===== src/rtl/stack_ctrl_pkg.sv =====
`default_nettype none
// ============================================================================
// Package : stack_pkg
// Brief   : Shared op codes, requester IDs and FSM encoding for stack_ctrl.
// Revision: 1.0 - initial release
// ============================================================================
package stack_pkg;

  localparam logic OP_PUSH = 1'b0;
  localparam logic OP_POP  = 1'b1;

  localparam logic GNT_CORE = 1'b0;
  localparam logic GNT_IRQ  = 1'b1;

  localparam logic [2:0] ST_IDLE   = 3'd0;
  localparam logic [2:0] ST_PUSH   = 3'd1;
  localparam logic [2:0] ST_POP    = 3'd2;
  localparam logic [2:0] ST_POP_RD = 3'd3;
  localparam logic [2:0] ST_RESP   = 3'd4;

  typedef enum logic [2:0] {
    S_IDLE   = ST_IDLE,
    S_PUSH   = ST_PUSH,
    S_POP    = ST_POP,
    S_POP_RD = ST_POP_RD,
    S_RESP   = ST_RESP
  } state_t;

endpackage
`default_nettype wire


===== src/rtl/stack_ctrl_if.sv =====
`default_nettype none
// ============================================================================
// Interface: stack_ctrl_if
// Brief    : Requester-side handshake bundle (core + interrupt unit).
// Revision : 1.0 - initial release
// ============================================================================
interface stack_ctrl_if #(
  parameter int WIDTH = 10
);
  logic             core_req;
  logic             core_op;
  logic [WIDTH-1:0] core_wdata;
  logic             core_ack;
  logic             irq_req;
  logic             irq_op;
  logic [WIDTH-1:0] irq_wdata;
  logic             irq_ack;
  logic [WIDTH-1:0] rd_data;
  logic             resp_err;

  modport master (
    output core_req, core_op, core_wdata, irq_req, irq_op, irq_wdata,
    input  core_ack, irq_ack, rd_data, resp_err
  );

  modport slave (
    input  core_req, core_op, core_wdata, irq_req, irq_op, irq_wdata,
    output core_ack, irq_ack, rd_data, resp_err
  );
endinterface
`default_nettype wire


===== src/rtl/stack_ctrl_depth_cnt.sv =====
`default_nettype none
// ============================================================================
// Module  : stack_depth_cnt
// Brief   : Up/down occupancy counter with full/empty flags.
//           STACK_CTRL_WATERMARK_EN adds the hwm high-water-mark output.
// Revision: 1.0 - initial release
// ============================================================================
module stack_depth_cnt #(
  parameter int NWORDS = 16
) (
  input  logic                     clk,
  input  logic                     reset,
  input  logic                     inc,
  input  logic                     dec,
  input  logic                     err_clr,
  output logic [$clog2(NWORDS):0]  depth,
  output logic                     full,
  output logic                     empty
`ifdef STACK_CTRL_WATERMARK_EN
  ,
  output logic [$clog2(NWORDS):0]  hwm
`endif
);
  localparam int             DW     = $clog2(NWORDS) + 1;
  localparam logic [DW-1:0]  C_FULL = DW'(NWORDS);
  localparam logic [DW-1:0]  C_ONE  = DW'(1);

  logic [DW-1:0] r_depth;

  // Refused operations never strobe inc/dec, so no saturation logic is needed.
  always_ff @(posedge clk or negedge reset) begin
    if (!reset) begin
      r_depth <= '0;
    end else if (inc && !dec) begin
      r_depth <= r_depth + C_ONE;
    end else if (dec && !inc) begin
      r_depth <= r_depth - C_ONE;
    end
  end

  assign depth = r_depth;
  assign full  = (r_depth == C_FULL);
  assign empty = (r_depth == '0);

`ifdef STACK_CTRL_WATERMARK_EN
  logic [DW-1:0] r_hwm;

  always_ff @(posedge clk or negedge reset) begin
    if (!reset) begin
      r_hwm <= '0;
    end else if (err_clr) begin
      r_hwm <= r_depth;
    end else if (r_depth > r_hwm) begin
      r_hwm <= r_depth;
    end
  end

  assign hwm = r_hwm;
`else
  logic w_unused_clr;
  assign w_unused_clr = err_clr;
`endif

endmodule
`default_nettype wire


===== src/rtl/stack_ctrl.sv =====
`default_nettype none
// ============================================================================
// Module  : stack_ctrl
// Brief   : Arbitrated push/pop sequencer for the shared hardware stack.
//           STACK_CTRL_WATERMARK_EN adds the hwm high-water-mark output.
// Revision: 1.0 - initial release
// ============================================================================
module stack_ctrl
  import stack_pkg::*;
#(
  parameter int WIDTH  = 10,
  parameter int NWORDS = 16
) (
  input  logic                     clk,
  input  logic                     reset,
  stack_ctrl_if.slave              bus,
  output logic                     we_stack,
  output logic                     s_pushpop,
  output logic [WIDTH-1:0]         stk_data_in,
  input  logic [WIDTH-1:0]         stk_data_out,
  output logic [$clog2(NWORDS):0]  depth,
  output logic                     full,
  output logic                     empty,
  output logic                     ovf_err,
  output logic                     unf_err,
  input  logic                     err_clr
`ifdef STACK_CTRL_WATERMARK_EN
  ,
  output logic [$clog2(NWORDS):0]  hwm
`endif
);

  state_t           r_state;
  state_t           w_next;
  logic             r_owner;
  logic             r_err;
  logic             r_we_stack;
  logic             r_pushpop;
  logic             r_ovf;
  logic             r_unf;
  logic [WIDTH-1:0] r_stk_din;
  logic [WIDTH-1:0] r_rd_data;

  logic             w_sel_irq;
  logic             w_req;
  logic             w_op;
  logic [WIDTH-1:0] w_wdata;
  logic             w_refuse;
  logic             w_grant;
  logic             w_set_ovf;
  logic             w_set_unf;
  logic             w_full;
  logic             w_empty;
  logic             w_inc;
  logic             w_dec;

  // Fixed priority: the interrupt unit always wins a simultaneous request.
  assign w_sel_irq = bus.irq_req;
  assign w_req     = bus.irq_req | bus.core_req;
  assign w_op      = w_sel_irq ? bus.irq_op    : bus.core_op;
  assign w_wdata   = w_sel_irq ? bus.irq_wdata : bus.core_wdata;
  assign w_refuse  = (w_op == OP_PUSH) ? w_full : w_empty;
  assign w_grant   = (r_state == S_IDLE) && w_req;
  assign w_set_ovf = w_grant && w_refuse && (w_op == OP_PUSH);
  assign w_set_unf = w_grant && w_refuse && (w_op == OP_POP);

  always_ff @(posedge clk or negedge reset) begin
    if (!reset) begin
      r_state <= S_IDLE;
    end else begin
      r_state <= w_next;
    end
  end

  always_comb begin
    w_next = r_state;
    case (r_state)
      S_IDLE: begin
        if (w_req) begin
          if (w_refuse)              w_next = S_RESP;
          else if (w_op == OP_PUSH)  w_next = S_PUSH;
          else                       w_next = S_POP;
        end
      end
      S_PUSH:   w_next = S_RESP;
      S_POP:    w_next = S_POP_RD;
      S_POP_RD: w_next = S_RESP;
      S_RESP:   w_next = S_IDLE;
      default:  w_next = S_IDLE;
    endcase
  end

  // Strobes are registered from the next state so they line up with PUSH/POP.
  always_ff @(posedge clk or negedge reset) begin
    if (!reset) begin
      r_owner    <= GNT_CORE;
      r_err      <= 1'b0;
      r_we_stack <= 1'b0;
      r_pushpop  <= OP_PUSH;
      r_stk_din  <= '0;
      r_rd_data  <= '0;
      r_ovf      <= 1'b0;
      r_unf      <= 1'b0;
    end else begin
      r_we_stack <= (w_next == S_PUSH) || (w_next == S_POP);
      if (w_grant) begin
        r_owner <= w_sel_irq ? GNT_IRQ : GNT_CORE;
        r_err   <= w_refuse;
      end
      if (w_next == S_PUSH) begin
        r_pushpop <= OP_PUSH;
        r_stk_din <= w_wdata;
      end else if (w_next == S_POP) begin
        r_pushpop <= OP_POP;
      end
      if (r_state == S_POP_RD) begin
        r_rd_data <= stk_data_out;
      end
      r_ovf <= w_set_ovf | (r_ovf & ~err_clr);
      r_unf <= w_set_unf | (r_unf & ~err_clr);
    end
  end

  assign w_inc = (r_state == S_PUSH);
  assign w_dec = (r_state == S_POP);

  stack_depth_cnt #(
    .NWORDS (NWORDS)
  ) u_depth_cnt (
    .clk     (clk),
    .reset   (reset),
    .inc     (w_inc),
    .dec     (w_dec),
    .err_clr (err_clr),
    .depth   (depth),
    .full    (w_full),
    .empty   (w_empty)
`ifdef STACK_CTRL_WATERMARK_EN
    ,
    .hwm     (hwm)
`endif
  );

  assign bus.core_ack = (r_state == S_RESP) && (r_owner == GNT_CORE);
  assign bus.irq_ack  = (r_state == S_RESP) && (r_owner == GNT_IRQ);
  assign bus.resp_err = (r_state == S_RESP) && r_err;
  assign bus.rd_data  = r_rd_data;
  assign we_stack     = r_we_stack;
  assign s_pushpop    = r_pushpop;
  assign stk_data_in  = r_stk_din;
  assign full         = w_full;
  assign empty        = w_empty;
  assign ovf_err      = r_ovf;
  assign unf_err      = r_unf;

endmodule
`default_nettype wire


===== src/flat_wrapper.sv =====
// flat-port wrapper written by rule: the top's interface ports become plain ports
module stack_ctrl_flat import stack_pkg::*;
#(
  parameter int WIDTH  = 10,
  parameter int NWORDS = 16
)
  (clk, reset, we_stack, s_pushpop, stk_data_in, stk_data_out, depth, full, empty, ovf_err, unf_err, err_clr, bus_core_req, bus_core_op, bus_core_wdata, bus_irq_req, bus_irq_op, bus_irq_wdata, bus_core_ack, bus_irq_ack, bus_rd_data, bus_resp_err);
  stack_ctrl_if #(.WIDTH(WIDTH)) bus_i ();
  input  logic clk;
  input  logic reset;
  output logic we_stack;
  output logic s_pushpop;
  output logic [WIDTH-1:0] stk_data_in;
  input  logic [WIDTH-1:0] stk_data_out;
  output logic [$clog2(NWORDS):0] depth;
  output logic full;
  output logic empty;
  output logic ovf_err;
  output logic unf_err;
  input  logic err_clr;
  input wire logic [$bits(bus_i.core_req)-1:0] bus_core_req;
  input wire logic [$bits(bus_i.core_op)-1:0] bus_core_op;
  input wire logic [$bits(bus_i.core_wdata)-1:0] bus_core_wdata;
  input wire logic [$bits(bus_i.irq_req)-1:0] bus_irq_req;
  input wire logic [$bits(bus_i.irq_op)-1:0] bus_irq_op;
  input wire logic [$bits(bus_i.irq_wdata)-1:0] bus_irq_wdata;
  output wire logic [$bits(bus_i.core_ack)-1:0] bus_core_ack;
  output wire logic [$bits(bus_i.irq_ack)-1:0] bus_irq_ack;
  output wire logic [$bits(bus_i.rd_data)-1:0] bus_rd_data;
  output wire logic [$bits(bus_i.resp_err)-1:0] bus_resp_err;
  assign bus_i.core_req = bus_core_req;
  assign bus_i.core_op = bus_core_op;
  assign bus_i.core_wdata = bus_core_wdata;
  assign bus_i.irq_req = bus_irq_req;
  assign bus_i.irq_op = bus_irq_op;
  assign bus_i.irq_wdata = bus_irq_wdata;
  assign bus_core_ack = bus_i.core_ack;
  assign bus_irq_ack = bus_i.irq_ack;
  assign bus_rd_data = bus_i.rd_data;
  assign bus_resp_err = bus_i.resp_err;
  stack_ctrl #(.WIDTH(WIDTH), .NWORDS(NWORDS)) u_core (.clk(clk), .reset(reset), .bus(bus_i), .we_stack(we_stack), .s_pushpop(s_pushpop), .stk_data_in(stk_data_in), .stk_data_out(stk_data_out), .depth(depth), .full(full), .empty(empty), .ovf_err(ovf_err), .unf_err(unf_err), .err_clr(err_clr));
endmodule

===== config.mk =====
export PLATFORM = sky130hd
export DESIGN_NAME = stack_ctrl_flat
export DESIGN_NICKNAME = d
export VERILOG_FILES = /design/src/rtl/stack_ctrl_pkg.sv /design/src/rtl/stack_ctrl_if.sv /design/src/rtl/stack_ctrl_depth_cnt.sv /design/src/rtl/stack_ctrl.sv /design/src/flat_wrapper.sv
export SDC_FILE = /design/constraint.sdc
export NUM_CORES = 1
export LEC_CHECK = 0
export CAP_MARGIN = 5
export CORE_MARGIN = 2
export CORE_UTILIZATION = 38
export DETAILED_ROUTE_END_ITERATION = 8
export PLACE_DENSITY = 0.75
export SLEW_MARGIN = 20
export SYNTH_ARGS = -nofsm -noshare
export SYNTH_HDL_FRONTEND = slang
export SYNTH_SLANG_ARGS = --single-unit
export TNS_END_PERCENT = 50

===== constraint.sdc =====
create_clock -name clk -period 2.43 [get_ports clk]
set_clock_uncertainty 0.2 [all_clocks]
set_input_delay 0.486 -clock clk [delete_from_list [all_inputs] [get_ports clk]]
set_output_delay 0.486 -clock clk [all_outputs]
set_load 0.1 [all_outputs]

==> reports/metrics.cfg, run 1 <==
[sta]
rsz0062_at_grt=no
setup_viol=0
max_slew.worst_pin.slew_ps=752
hold_viol=0
fmax_ghz=0.437
slew_headroom_pct=49.9
min_period_ps=2290
slew_viol_final=0
fin_ws_ps=142
finalCritPeriodShare_pct=94.1

[synth]
yosys_most_used_dff=dfrtp_1
synth_cells=148
synth_nets=190
yosys_warnings=0
yosys.area.top_type_share_pct=49.6
post-synth-top-count-cell=dfrtp_1
synth_cell_types=37
syn_area_per_cell_um2=11.6
synth_area_mm2=0.00172
ys_ff_latch=34
synthArstFlopShare_pct=100
yosysSeqAreaShare_pct=49.6
yosysTopAreaCell=dfrtp_1
synth_edf_count=0
synth_area_leaders=dfrtp_1 50%, mux2_2 7.2%, mux2i_1 7.0%
yosys-top-cells-count=34 x dfrtp_1, 17 x nor2_1, 12 x mux2i_1, 12 x nand2_1, 11 x mux2_2

[cts]
cts_tree=done
cts_hold_buf=0
cts_buffer_depth=2
cts_buffers=5
cts_root_buf=clkbuf_8
clk_pin_slew_worst_paths_ps=70
cts.sinks=34
clk_latency_ps=280
htree_num_levels=2

[cells_and_area]
fin_nets=268
final_util_pct=60.9
n_antenna_cell=0
area_delta_synth_final_pct=54.5
drive_gt1_share_pct=39.2
fillCellCount=368

[setup_path]
worst-setup-path-type=reg -> reg
crit_path_start_kind=flop
cp_max_fo=4
path_delay_family=compound AO/OA/AOI/OAI gates
cp.required_ps=2380
cp_num_buf_inv=1
cp-end-kind=flop
crit_path_top_delay_cell=dfrtp_1
critPathArrivalTime_ps=2240
timing.rr.start=u_core.r_state[2]$_DFF_PN0_
cp_slowest_stage_delay_ps=400
startpoint=u_core.r_state[2]$_DFF_PN0_
path_cells=nand2b_4, nor2_1, ha_2, inv_2, fa_2, a21o_1, a2111oi_4, o31ai_1
reg2reg_slack_ps=140

[die]
die_y_um=71.2
start_util_pct=39.4
die_w_um=71.2
fp-row-count=24
dieArea_mm2=0.00507
core_mm2=0.00435
pin_count=71

[route]
wl_mm=3.56
first_iter_violations=65
via_per_inst=4.92
drtPass1Iterations=4
post-route-drc-count=0
vias=1374
wl_per_cell_um=12.8
drt.antenna.violating_nets=0

[placed_design]
dp_hpwl_mm=2.75
portBuffers=70
gp_congestion=0.765
pre_cts_ws_ps=-19.7

[global_route]
grt.total_usage_pct=15.0
antenna_found_initial=0
grt_pass1_wl_mm=5.99
grt_pass1_vias=1361
grt.overflow.total=0
grt_max_degree=35

[run]
drv_cap=0

[worst_hold_path]
hp-class=in -> async

[outcome]
outcome=finished, final reports clean

[per-stage QoR]
step	instances	setup TNS, ps	area [um2]	hold WS [ps]
finish	279	0	2650	67.8
global route	279	0	2650	137
CTS	278	0	2600	101
detailed placement	270	-19.7	2500	279
global placement	270	0	2500	275
floorplan	148	-217	1730	-9.59
[placed cells by master, fill, tap and decap left out, types with 2 or more instances in the layout]
cell type / count
dfrtp_2: 4
clkbuf_8: 6
nor2_1: 16
mux2i_1: 12
nor3_1: 4
a2111oi_4: 2
dfrtp_1: 30
and3_1: 2
ha_1: 2
a21o_1: 2
o21ai_0: 6
clkdlybuf4s50_1: 35
buf_4: 35
a21oi_2: 11
nand2_1: 12
xnor2_1: 3
buf_12: 7
mux2_2: 11
[layout make-up]
cell class / count / area (um2) / share of cell area (%)
inverters: 3 / 15.0 / 0.567
multi-input cells: 104 / 865 / 32.6
repair buffers: 78 / 758 / 28.6
flip-flops and latches: 34 / 856 / 32.3
clock buffers: 7 / 86.3 / 3.26
clock inverters: 1 / 5.00 / 0.189
well taps: 52 / 65.1 / 2.46
[final timing paths]
check / to / cells past startpoint
setup / recovery: u_core.u_depth_cnt.depth[4]$_DFFE_PN0P_ / 8
hold / removal: u_core.unf_err$_DFF_PN0_ / 1
setup reg to reg: u_core.u_depth_cnt.depth[4]$_DFFE_PN0P_ / 8
hold reg to reg: u_core.ovf_err$_DFF_PN0_ / 1
max in group asynchronous: u_core.u_depth_cnt.depth[1]$_DFFE_PN0P_ / 1
min in group clk: u_core.ovf_err$_DFF_PN0_ / 1
[worst register-to-register path, cell delays in order, from the launching register on]
cell	delay, ps
dfrtp_1	400
nand2b_4	150
nor2_1	110
ha_2	200
inv_2	70
fa_2	350
a21o_1	220
a2111oi_4	340
o31ai_1	120
[flip-flops by register name, indices dropped and copies added, names as in the netlist]
signal and count:
u_core.r_owner 1, u_core.u_depth_cnt.depth 5, u_core.r_err 1, u_core.stk_data_in 10
u_core.ovf_err 1, u_core.we_stack 1, u_core.unf_err 1, u_core.s_pushpop 1
u_core.r_state 3, u_core.bus.rd_data 10
[routing by layer]
layer | routed length, um | share of wire (%) | up-vias | track usage (%)
li1 | - | - | 678 | -
met1 | 1550 | 43 | 636 | 18.4
met2 | 1700 | 48 | 53 | 24.8
met3 | 231 | 6.5 | 7 | 3.13
met4 | 85 | 2.4 | 0 | 7.76
met5 | 0 | 0 | - | 0
[kinds of logic (layout without fill, tap and decap cells)]
| family | count (synthesis) | after routing | share of synthesized area [%] |
|---|---|---|---|
| and+or+nand+nor | 42 | 42 | 12.0 |
| DFF | 34 | 34 | 49.6 |
| AOI/OAI and AO/OA | 29 | 29 | 13.9 |
| muxes | 24 | 24 | 15.1 |
| buffers and inverters | 10 | 89 | 3.35 |
| adders and majority gates | 5 | 5 | 4.08 |
| xor gates and xnor gates | 4 | 4 | 2.04 |
[timing repair]
| item | in CTS | in global routing |
|---|---|---|
| pin swaps | 0 | 4 |
| buffers inserted | 0 | 1 |
| gates resized for setup | 2 | 8 |
| gates cloned | 0 | 0 |
| endpoints found under the setup margin | 1 | 1 |
Power of run 1 is left out: the tool's default activity adds up to more than one toggle a clock period on the data nets, which glitch-free logic cannot reach.
==> run 2: changes to the inputs <==
--- a/config.mk
+++ b/config.mk
@@ -10,6 +10,7 @@
 export CORE_UTILIZATION = 38
 export DETAILED_ROUTE_END_ITERATION = 8
 export PLACE_DENSITY = 0.75
+export SETUP_SLACK_MARGIN = 0.4
 export SLEW_MARGIN = 20
 export SYNTH_ARGS = -nofsm -noshare
 export SYNTH_HDL_FRONTEND = slang
==> reports/metrics.cfg, run 2 (synthesis results as in run 1) <==
[outcome]
outcome=finished, final reports clean

[sta]
setup_viol=0  ; unchanged
slew_headroom_pct=66.9  ; +17 points
rsz0062_at_grt=yes
min_period_ps=2320  ; +31.9 ps
max_slew.worst_pin.slew_ps=495  ; -256 ps
slew_viol_final=0  ; unchanged
finalCritPeriodShare_pct=95.5  ; +1.3 points
finalSetupTns_ps=0  ; unchanged
fmax_ghz=0.431  ; -1.4%
hold_viol=0  ; unchanged

[die]
die_w_um=71.2  ; unchanged
pin_count=71  ; unchanged
core_mm2=0.00435  ; unchanged
fp-row-count=24  ; unchanged
start_util_pct=39.4  ; unchanged
die_y_um=71.2  ; unchanged
dieArea_mm2=0.00507  ; unchanged

[route]
drtPass1Iterations=4  ; unchanged
wl_met2_mm=2.04  ; +20%
via_per_inst=4.93  ; +0.13%
route.layer.met1.wl_mm=1.77  ; +15%
vias=1435  ; +4.4%
wl_mm=4.14  ; +16%
top_layer=met4
first_iter_violations=56  ; -14%
post-route-drc-count=0  ; unchanged
drt.antenna.violating_nets=0  ; unchanged
wl_met3_um=246  ; +6.5%
wl_per_cell_um=14.2  ; +12%

[setup_path]
path_delay_family=simple AND/OR/NAND/NOR gates
path_cells=nor4_4, nor2b_4, buf_12
crit_path_start_kind=flop
critPathArrivalTime_ps=1630  ; -610 ps
cp_slowest_stage_delay_ps=500  ; +100 ps
cp.required_ps=1740  ; -640 ps
reg2reg_slack_ps=190  ; +50 ps
cp_max_fo=4  ; unchanged
cp_num_buf_inv=1  ; unchanged
worst-setup-path-type=reg -> out
cp-end-kind=output pin
crit_path_top_delay_cell=dfrtp_4

[placed_design]
placed_cell_area_mm2=0.00252  ; +0.75%
dp_cells=268  ; -0.74%
dp_hpwl_mm=2.82  ; +2.3%
portBuffers=70  ; unchanged
gp_congestion=0.758  ; -0.98%

[cells_and_area]
final_common_cell=buf_4
area_delta_synth_final_pct=65.9
multi_input_area_um2=911  ; +5.4%
n_antenna_cell=0  ; unchanged
stdcell_count=291  ; +4.3%
fin_nets=281  ; +4.9%
final_area_mm2=0.00285  ; +7.4%
fillCellCount=335  ; -9.0%
layout_common_cells=43 x buf_4, 35 x clkdlybuf4s50_1, 26 x dfrtp_1
seq_area_um2=866  ; +1.2%
drive_gt1_share_pct=46.9  ; +7.7 points

[worst_hold_path]
hp-class=reg -> reg

[global_route]
grt_max_degree=35  ; unchanged
grt_pass1_vias=1387  ; +1.9%
grt.total_usage_pct=16.2  ; +1.2 points
antenna_found_initial=0  ; unchanged
grt_pass1_wl_mm=6.39  ; +6.7%
grt.overflow.total=0  ; unchanged

[run]
drv_cap=0  ; unchanged

[cts]
clk_latency_ps=290  ; about the same
clk_pin_slew_worst_paths_ps=80  ; about the same
cts_tree=done
cts.sinks=34  ; unchanged
cts_hold_buf=0  ; unchanged
cts_root_buf=clkbuf_8
htree_num_levels=2  ; unchanged
cts_buffers=5  ; unchanged
cts_buffer_depth=2  ; unchanged

[run 2: cell types whose count changed in the layout (fill, tap and decap cells not counted), moves of 3 or more]
cell | before | now
buf_4 | 35 | 43
buf_6 | 0 | 4
dfrtp_1 | 30 | 26
nor2_1 | 16 | 13
nor2_4 | 0 | 3
[run 2: cell type report]
type,instances,area share [%]
Clock buffer,7,3.03
Tap cell,52,2.29
Timing Repair Buffer,91,31.6
Inverter,3,0.615
Multi-Input combinational cell,104,32.0
Sequential cell,34,30.4
[run 2: metal layers]
metal  vias up  global-route usage, %
li1        704                      -
met1       673                   20.1
met2        51                   26.2
met3         7                   5.13
met4         0                   6.29
met5         -                      0
[run 2: metrics by stage]
stage                     setup slack, ps  hold WS, ps  util [%]
final                                 110          303      65.4
after global routing                 40.4          320      65.4
after CTS                             119          309      61.8
after detailed placement             60.4          280      57.9
after global placement               97.3          285      57.9
after floorplan                      16.9        -9.59         -
[run 2: what timing repair did]
| action | CTS | global route |
|---|---|---|
| setup endpoints to repair | 18 | 18 |
| resized for setup | 5 | 14 |
| pin swaps | 4 | 11 |
| gates cloned | 0 | 3 |
| setup buffers | 10 | 3 |
[run 2: final timing paths]
path                                                               from                                      end  cells past startpoint
worst min-delay path                           u_core.ovf_err$_DFF_PN0_                 u_core.ovf_err$_DFF_PN0_                      1
worst min register to register                 u_core.ovf_err$_DFF_PN0_                 u_core.ovf_err$_DFF_PN0_                      1
worst max register to register              u_core.r_state[2]$_DFF_PN0_  u_core.u_depth_cnt.depth[4]$_DFFE_PN0P_                      9
min in group asynchronous                                         reset             u_core.s_pushpop$_DFFE_PN0P_                      2
max in group asynchronous                                         reset  u_core.u_depth_cnt.depth[2]$_DFFE_PN0P_                      2
worst max-delay path            u_core.u_depth_cnt.depth[0]$_DFFE_PN0P_                                    empty                      3
Power of run 2 is left out for the same reason.
==> RTL change 1, RTL diff (flow settings as in run 2) <==
`WIDTH` is set to 10 in 3 places; all go to 12.
--- a/src/rtl/stack_ctrl_if.sv
+++ b/src/rtl/stack_ctrl_if.sv
@@ -5,7 +5,7 @@
 // Revision : 1.0 - initial release
 // ============================================================================
 interface stack_ctrl_if #(
-  parameter int WIDTH = 10
+  parameter int WIDTH = 12
 );
   logic             core_req;
   logic             core_op;
--- a/src/rtl/stack_ctrl.sv
+++ b/src/rtl/stack_ctrl.sv
@@ -8,7 +8,7 @@
 module stack_ctrl
   import stack_pkg::*;
 #(
-  parameter int WIDTH  = 10,
+  parameter int WIDTH  = 12,
   parameter int NWORDS = 16
 ) (
   input  logic                     clk,
--- a/src/flat_wrapper.sv
+++ b/src/flat_wrapper.sv
@@ -1,7 +1,7 @@
 // flat-port wrapper written by rule: the top's interface ports become plain ports
 module stack_ctrl_flat import stack_pkg::*;
 #(
-  parameter int WIDTH  = 10,
+  parameter int WIDTH  = 12,
   parameter int NWORDS = 16
 )
   (clk, reset, we_stack, s_pushpop, stk_data_in, stk_data_out, depth, full, empty, ovf_err, unf_err, err_clr, bus_core_req, bus_core_op, bus_core_wdata, bus_irq_req, bus_irq_op, bus_irq_wdata, bus_core_ack, bus_irq_ack, bus_rd_data, bus_resp_err);
Interface: changed (5 resized); port bits go from 71 to 81. The function was not compared with the original's and may differ.
==> RTL change 1 against run 2 <==
- cell area grew 9.1%
- wire length up 1.7%
- critical endpoint is now u_core.u_depth_cnt.depth[4]$_DFFE_PN0P_
- utilization barely moved
- setup slack better by 62 ps
- global-route usage is 0.43 points lower
- synthesized area increased by 10%
- sequential cell count increased by 4
Power is not shown: default switching activity piles up to over one toggle a cycle in this logic, so the estimate is an artifact.
==> RTL change 1: results (changes against run 2) <==
==========================================================================================
Post-synthesis cell type count ..............................................           38   +2.7%
Portion of the post-synthesis area used by sequential elements ..............        50.4%   +0.80 points
Detailed-placement wirelength estimate ......................................      3000 µm   +6.7%
FILL cells ..................................................................          391   +17%
Area contributors post-synth ................................................ dfrtp_1 50%, mux2_2 7.8%, mux2i_1 6.9%
Maximum fanout along the worst path .........................................            6   +2
Arr. time, crit path ........................................................      2230 ps   +600 ps
Input/output buffers ........................................................           80   +14%
Share of final-layout standard cells stronger than drive strength 1 .........        48.7%   +1.8 points
Post-synthesis async set-or-reset flop share ................................         100%   unchanged
Area fraction in compound gates after synthesis .............................        11.9%   -1.9 points
Post-synthesis mux area share ...............................................        15.4%   +0.29 points
Synth Area per Inst .........................................................     11.4 µm²   -1.3%
Routed wire length per instance .............................................      12.8 µm   -9.8%
Transition at the pin with the smallest max-transition slack ................       715 ps   +220 ps
Antenna diode count .........................................................            0   unchanged
Type of the tightest min-delay check ........................................ input port to asynchronous set/reset pin
Synthesized-area fraction occupied by xor and xnor cells ....................        1.86%   -0.19 points
Layout Cells excl Fill ......................................................          328   +13%
RD Place Congestion .........................................................        0.765   +0.92%
Net count after synthesis ...................................................          213   +12%
Area enclosed by the die boundary ...........................................  0.00555 mm²   +9.4%
Overall Global Routing Usage ................................................        15.7%   -0.43 points
First-pass GRT wire length ..................................................      6600 µm   +3.3%
Vias in the first global route ..............................................        1,481   +6.8%
Number of DRC violations after detailed-routing iteration 0 .................           26   -54%
Commonest cells in the netlist .............................................. 38 x dfrtp_1, 14 x nand2_1, 13 x mux2_2, 13 x mux2i_1, 12 x a21oi_2
Total via count after detailed routing ......................................        1,560   +8.7%
Cell Count Post-Placement ...................................................          309   +15%
Share of synthesized cell area in full adder, half adder and majority cells .        3.71%   -0.37 points
Status ......................................................................    completed
Worst setup timing slack at the placement stage .............................      86.6 ps   +26.2 ps
Synth warnings ..............................................................            0   unchanged
Largest net degree at the start of global routing ...........................           33   -5.7%
==========================================================================================
-- RTL change 1: changes by cell type in the layout (fill, tap and decap cells not counted), moves of 3 or more --
cell	before	now
nor2_1	13	3
clkdlybuf4s50_1	35	41
nor2_4	3	9
buf_4	43	47
buf_6	4	0
dfrtp_1	26	30
a21oi_1	0	3
clkinvlp_4	1	4
-- RTL change 1: logic make-up after synthesis --
family | count (synthesis)
and+or+nand+nor | 48
AOI/OAI and AO/OA | 30
buffers and inverters | 13
muxes | 27
DFF | 38
adders and majority gates | 5
xor gates and xnor gates | 4
-- RTL change 1: per-layer routing --
metal / vias to the layer above / wire [µm] / track usage [%]
met5: - / 0 / 0
met4: 0 / 63 / 5.95
met3: 7 / 273 / 4.61
met2: 58 / 2100 / 25.6
met1: 731 / 1770 / 19.9
li1: 764 / - / -
-- RTL change 1: final cells by class --
cell class | instances | share of cell area (%)
clock buffers | 5 | 2.22
clock inverters | 3 | 1.45
inverters | 6 | 1.13
multi-input cells | 114 | 32.7
flip-flops and latches | 38 | 31.2
well taps | 67 | 2.70
repair buffers | 95 | 28.6
-- RTL change 1: worst paths after layout --
| check | cells after the start | slack [ps] | start | end |
|---|---|---|---|---|
| min in group clk | 2 | 280 | u_core.r_err$_DFFE_PN0P_ | u_core.r_err$_DFFE_PN0P_ |
| setup / recovery | 9 | 170 | u_core.r_state[2]$_DFF_PN0_ | u_core.u_depth_cnt.depth[4]$_DFFE_PN0P_ |
| hold reg to reg | 2 | 280 | u_core.r_err$_DFFE_PN0P_ | u_core.r_err$_DFFE_PN0P_ |
| hold / removal | 1 | 40 | reset | u_core.u_depth_cnt.depth[0]$_DFFE_PN0P_ |
| max in group asynchronous | 2 | 1400 | reset | u_core.bus.rd_data[6]$_DFFE_PN0N_ |
| setup reg to reg | 9 | 170 | u_core.r_state[2]$_DFF_PN0_ | u_core.u_depth_cnt.depth[4]$_DFFE_PN0P_ |
-- RTL change 1: timing repair --
action | 4_1_cts | 5_1_grt
endpoints found under the setup margin | 7 | 20
hold buffers | 0 | 0
buffers inserted | 8 | 3
resized for setup | 2 | 17
pin swaps | 4 | 10
-- RTL change 1: worst max-delay path, cell delays in order (launching register included) --
cell and delay (ps):
dfrtp_2 420, nand2b_4 150, nor2_4 120, ha_4 170, inv_6 50, fa_2 360, a21o_1 240, a21oi_2 160
mux2i_1 190, o31ai_1 80
-- RTL change 1: per-stage QoR --
step | utilization [%] | instance area (µm²)
after global routing | 65.3 | 3110
after detailed placement | 59.7 | 2840
after floorplan | - | 2000
after CTS | 63.4 | 3020
final | 65.3 | 3110
after global placement | 59.7 | 2840
==> RTL change 2, RTL diff (config.mk and constraints of run 2) <==
Made on the original files. Register the output `bus.resp_err`, without a reset; this adds one clock of latency there.
--- a/src/rtl/stack_ctrl.sv
+++ b/src/rtl/stack_ctrl.sv
@@ -143,7 +143,9 @@
 
   assign bus.core_ack = (r_state == S_RESP) && (r_owner == GNT_CORE);
   assign bus.irq_ack  = (r_state == S_RESP) && (r_owner == GNT_IRQ);
-  assign bus.resp_err = (r_state == S_RESP) && r_err;
+  always_ff @(posedge clk) begin
+    bus.resp_err <= (r_state == S_RESP) && r_err;
+  end
   assign bus.rd_data  = r_rd_data;
   assign we_stack     = r_we_stack;
   assign s_pushpop    = r_pushpop;
Check against the original RTL: not equivalent (a bounded check fails within 4 cycles, from zero or initial values and one cycle with reset low).
==> RTL change 2 against run 2 <==
- setup slack better by 45 ps
- wire length decreased by 1.8%
- sequential cell count up 1
- synthesized area rose by 1.2%
- global-route usage grew 0.29 points
- register-to-register slack better by 40 ps
- cell area shrank 0.75%
Power is left out: the tool's default activity adds up to more than one toggle a clock period on the data nets, which glitch-free logic cannot reach.
==> RTL change 2: results (changes against run 2) <==
==================================================================================
Commonest cells in the netlist ...................................... 34 x dfrtp_1, 17 x nor2_1, 12 x mux2i_1, 12 x nand2_1, 11 x mux2_2
Reg2reg start ....................................................... u_core.r_state[0]$_DFF_PN0_
Cell Area, Placed ...................................................  0.00254 mm²   +0.60%
GR Util met3 ........................................................        5.63%   +0.50 points
Global-route met1 utilization .......................................        20.8%   +0.72 points
Share of final-layout standard cells stronger than drive strength 1 .        45.3%   -1.5 points
Met2 demand-to-capacity share in global routing .....................        26.4%   +0.21 points
Arr. time, crit path ................................................      1590 ps   -40 ps
Area contributors post-synth ........................................ dfrtp_1 49%, mux2_2 7.1%, mux2i_1 6.9%
Antenna diode count .................................................            0   unchanged
Detail Route met2 WL ................................................      2020 µm   -0.88%
Net count after synthesis ...........................................          191   +0.53%
Input/output buffers ................................................           70   unchanged
Post-detailed-routing wire length ...................................      4070 µm   -1.8%
Max stage delay on crit path ........................................       490 ps
Vias in the first global route ......................................        1,431   +3.2%
FILL cells ..........................................................          373   +11%
Portion of the post-synthesis area used by sequential elements ......        50.2%   +0.58 points
Layout Cells excl Fill ..............................................          288   -1.0%
Peak clock frequency supported by timing ............................      440 MHz   +2.0%
Synth Area per Inst .................................................     11.6 µm²   +0.49%
Number of DRC violations after detailed-routing iteration 0 .........           34   -39%
Post-synthesis cell type count ......................................           38   +2.7%
Worst hold margin ...................................................       295 ps   -7.96 ps
Cell Count Post-Placement ...........................................          270   +0.75%
Length of the first detailed-routing pass in iterations .............            4   unchanged
Crit path max-delay cell type .......................................      dfrtp_4
Via-to-Cell Ratio ...................................................         5.02   +1.8%
Post-synthesis async set-or-reset flop share ........................        97.1%   -2.9 points
Detailed-placement wirelength estimate ..............................      2800 µm   -0.71%
Transition at the pin with the smallest max-transition slack ........       505 ps   +9.40 ps
First-pass GRT wire length ..........................................      6560 µm   +2.6%
Fin nets ............................................................          277   -1.4%
CTS Root Cell .......................................................     clkbuf_8
Worst-case register-to-register setup slack .........................       230 ps   +40 ps
Worst setup timing slack at the placement stage .....................      65.5 ps   +5.08 ps
Status ..............................................................    completed
Met3 WL .............................................................       318 µm   +29%
Overall Global Routing Usage ........................................        16.5%   +0.29 points
Length of routed wiring on met1 .....................................      1690 µm   -4.7%
Maximum fanout along the worst path .................................            3   -1
RD Place Congestion .................................................        0.720   -4.9%
==================================================================================
-- RTL change 2: cell count changes in the layout (fill, tap and decap cells not counted), sizes merged --
cell	change
buf	-4
dfxtp	+1
clkdlybuf4s50	-1
dlygate4sd2	+1
bufbuf	+1
clkbuf	-3
bufinv	+2
-- RTL change 2: cell type report --
cell class                      count  share of cell area [%]
Tap cell                           52                    2.30
Inverter                            3                   0.620
Timing Repair Buffer               86                    29.3
Clock buffer                        6                    2.57
Clock inverter                      2                    2.13
Multi-Input combinational cell    104                    31.8
Sequential cell                    35                    31.3
-- RTL change 2: logic make-up after synthesis --
group	after synthesis	share of synthesized area [%]
AO/OA/AOI/OAI	29	13.7
AND/OR/NAND/NOR	42	11.8
buffers and inverters	10	3.32
multiplexers	24	14.9
flip-flops	35	50.2
adder cells (fa/ha/maj)	5	4.04
XOR/XNOR	4	2.02
-- RTL change 2: timing repair --
item	CTS	global route
endpoints found under the setup margin	16	16
buffers inserted	5	4
resized for setup	6	10
pin swaps	5	5
gates cloned	1	0
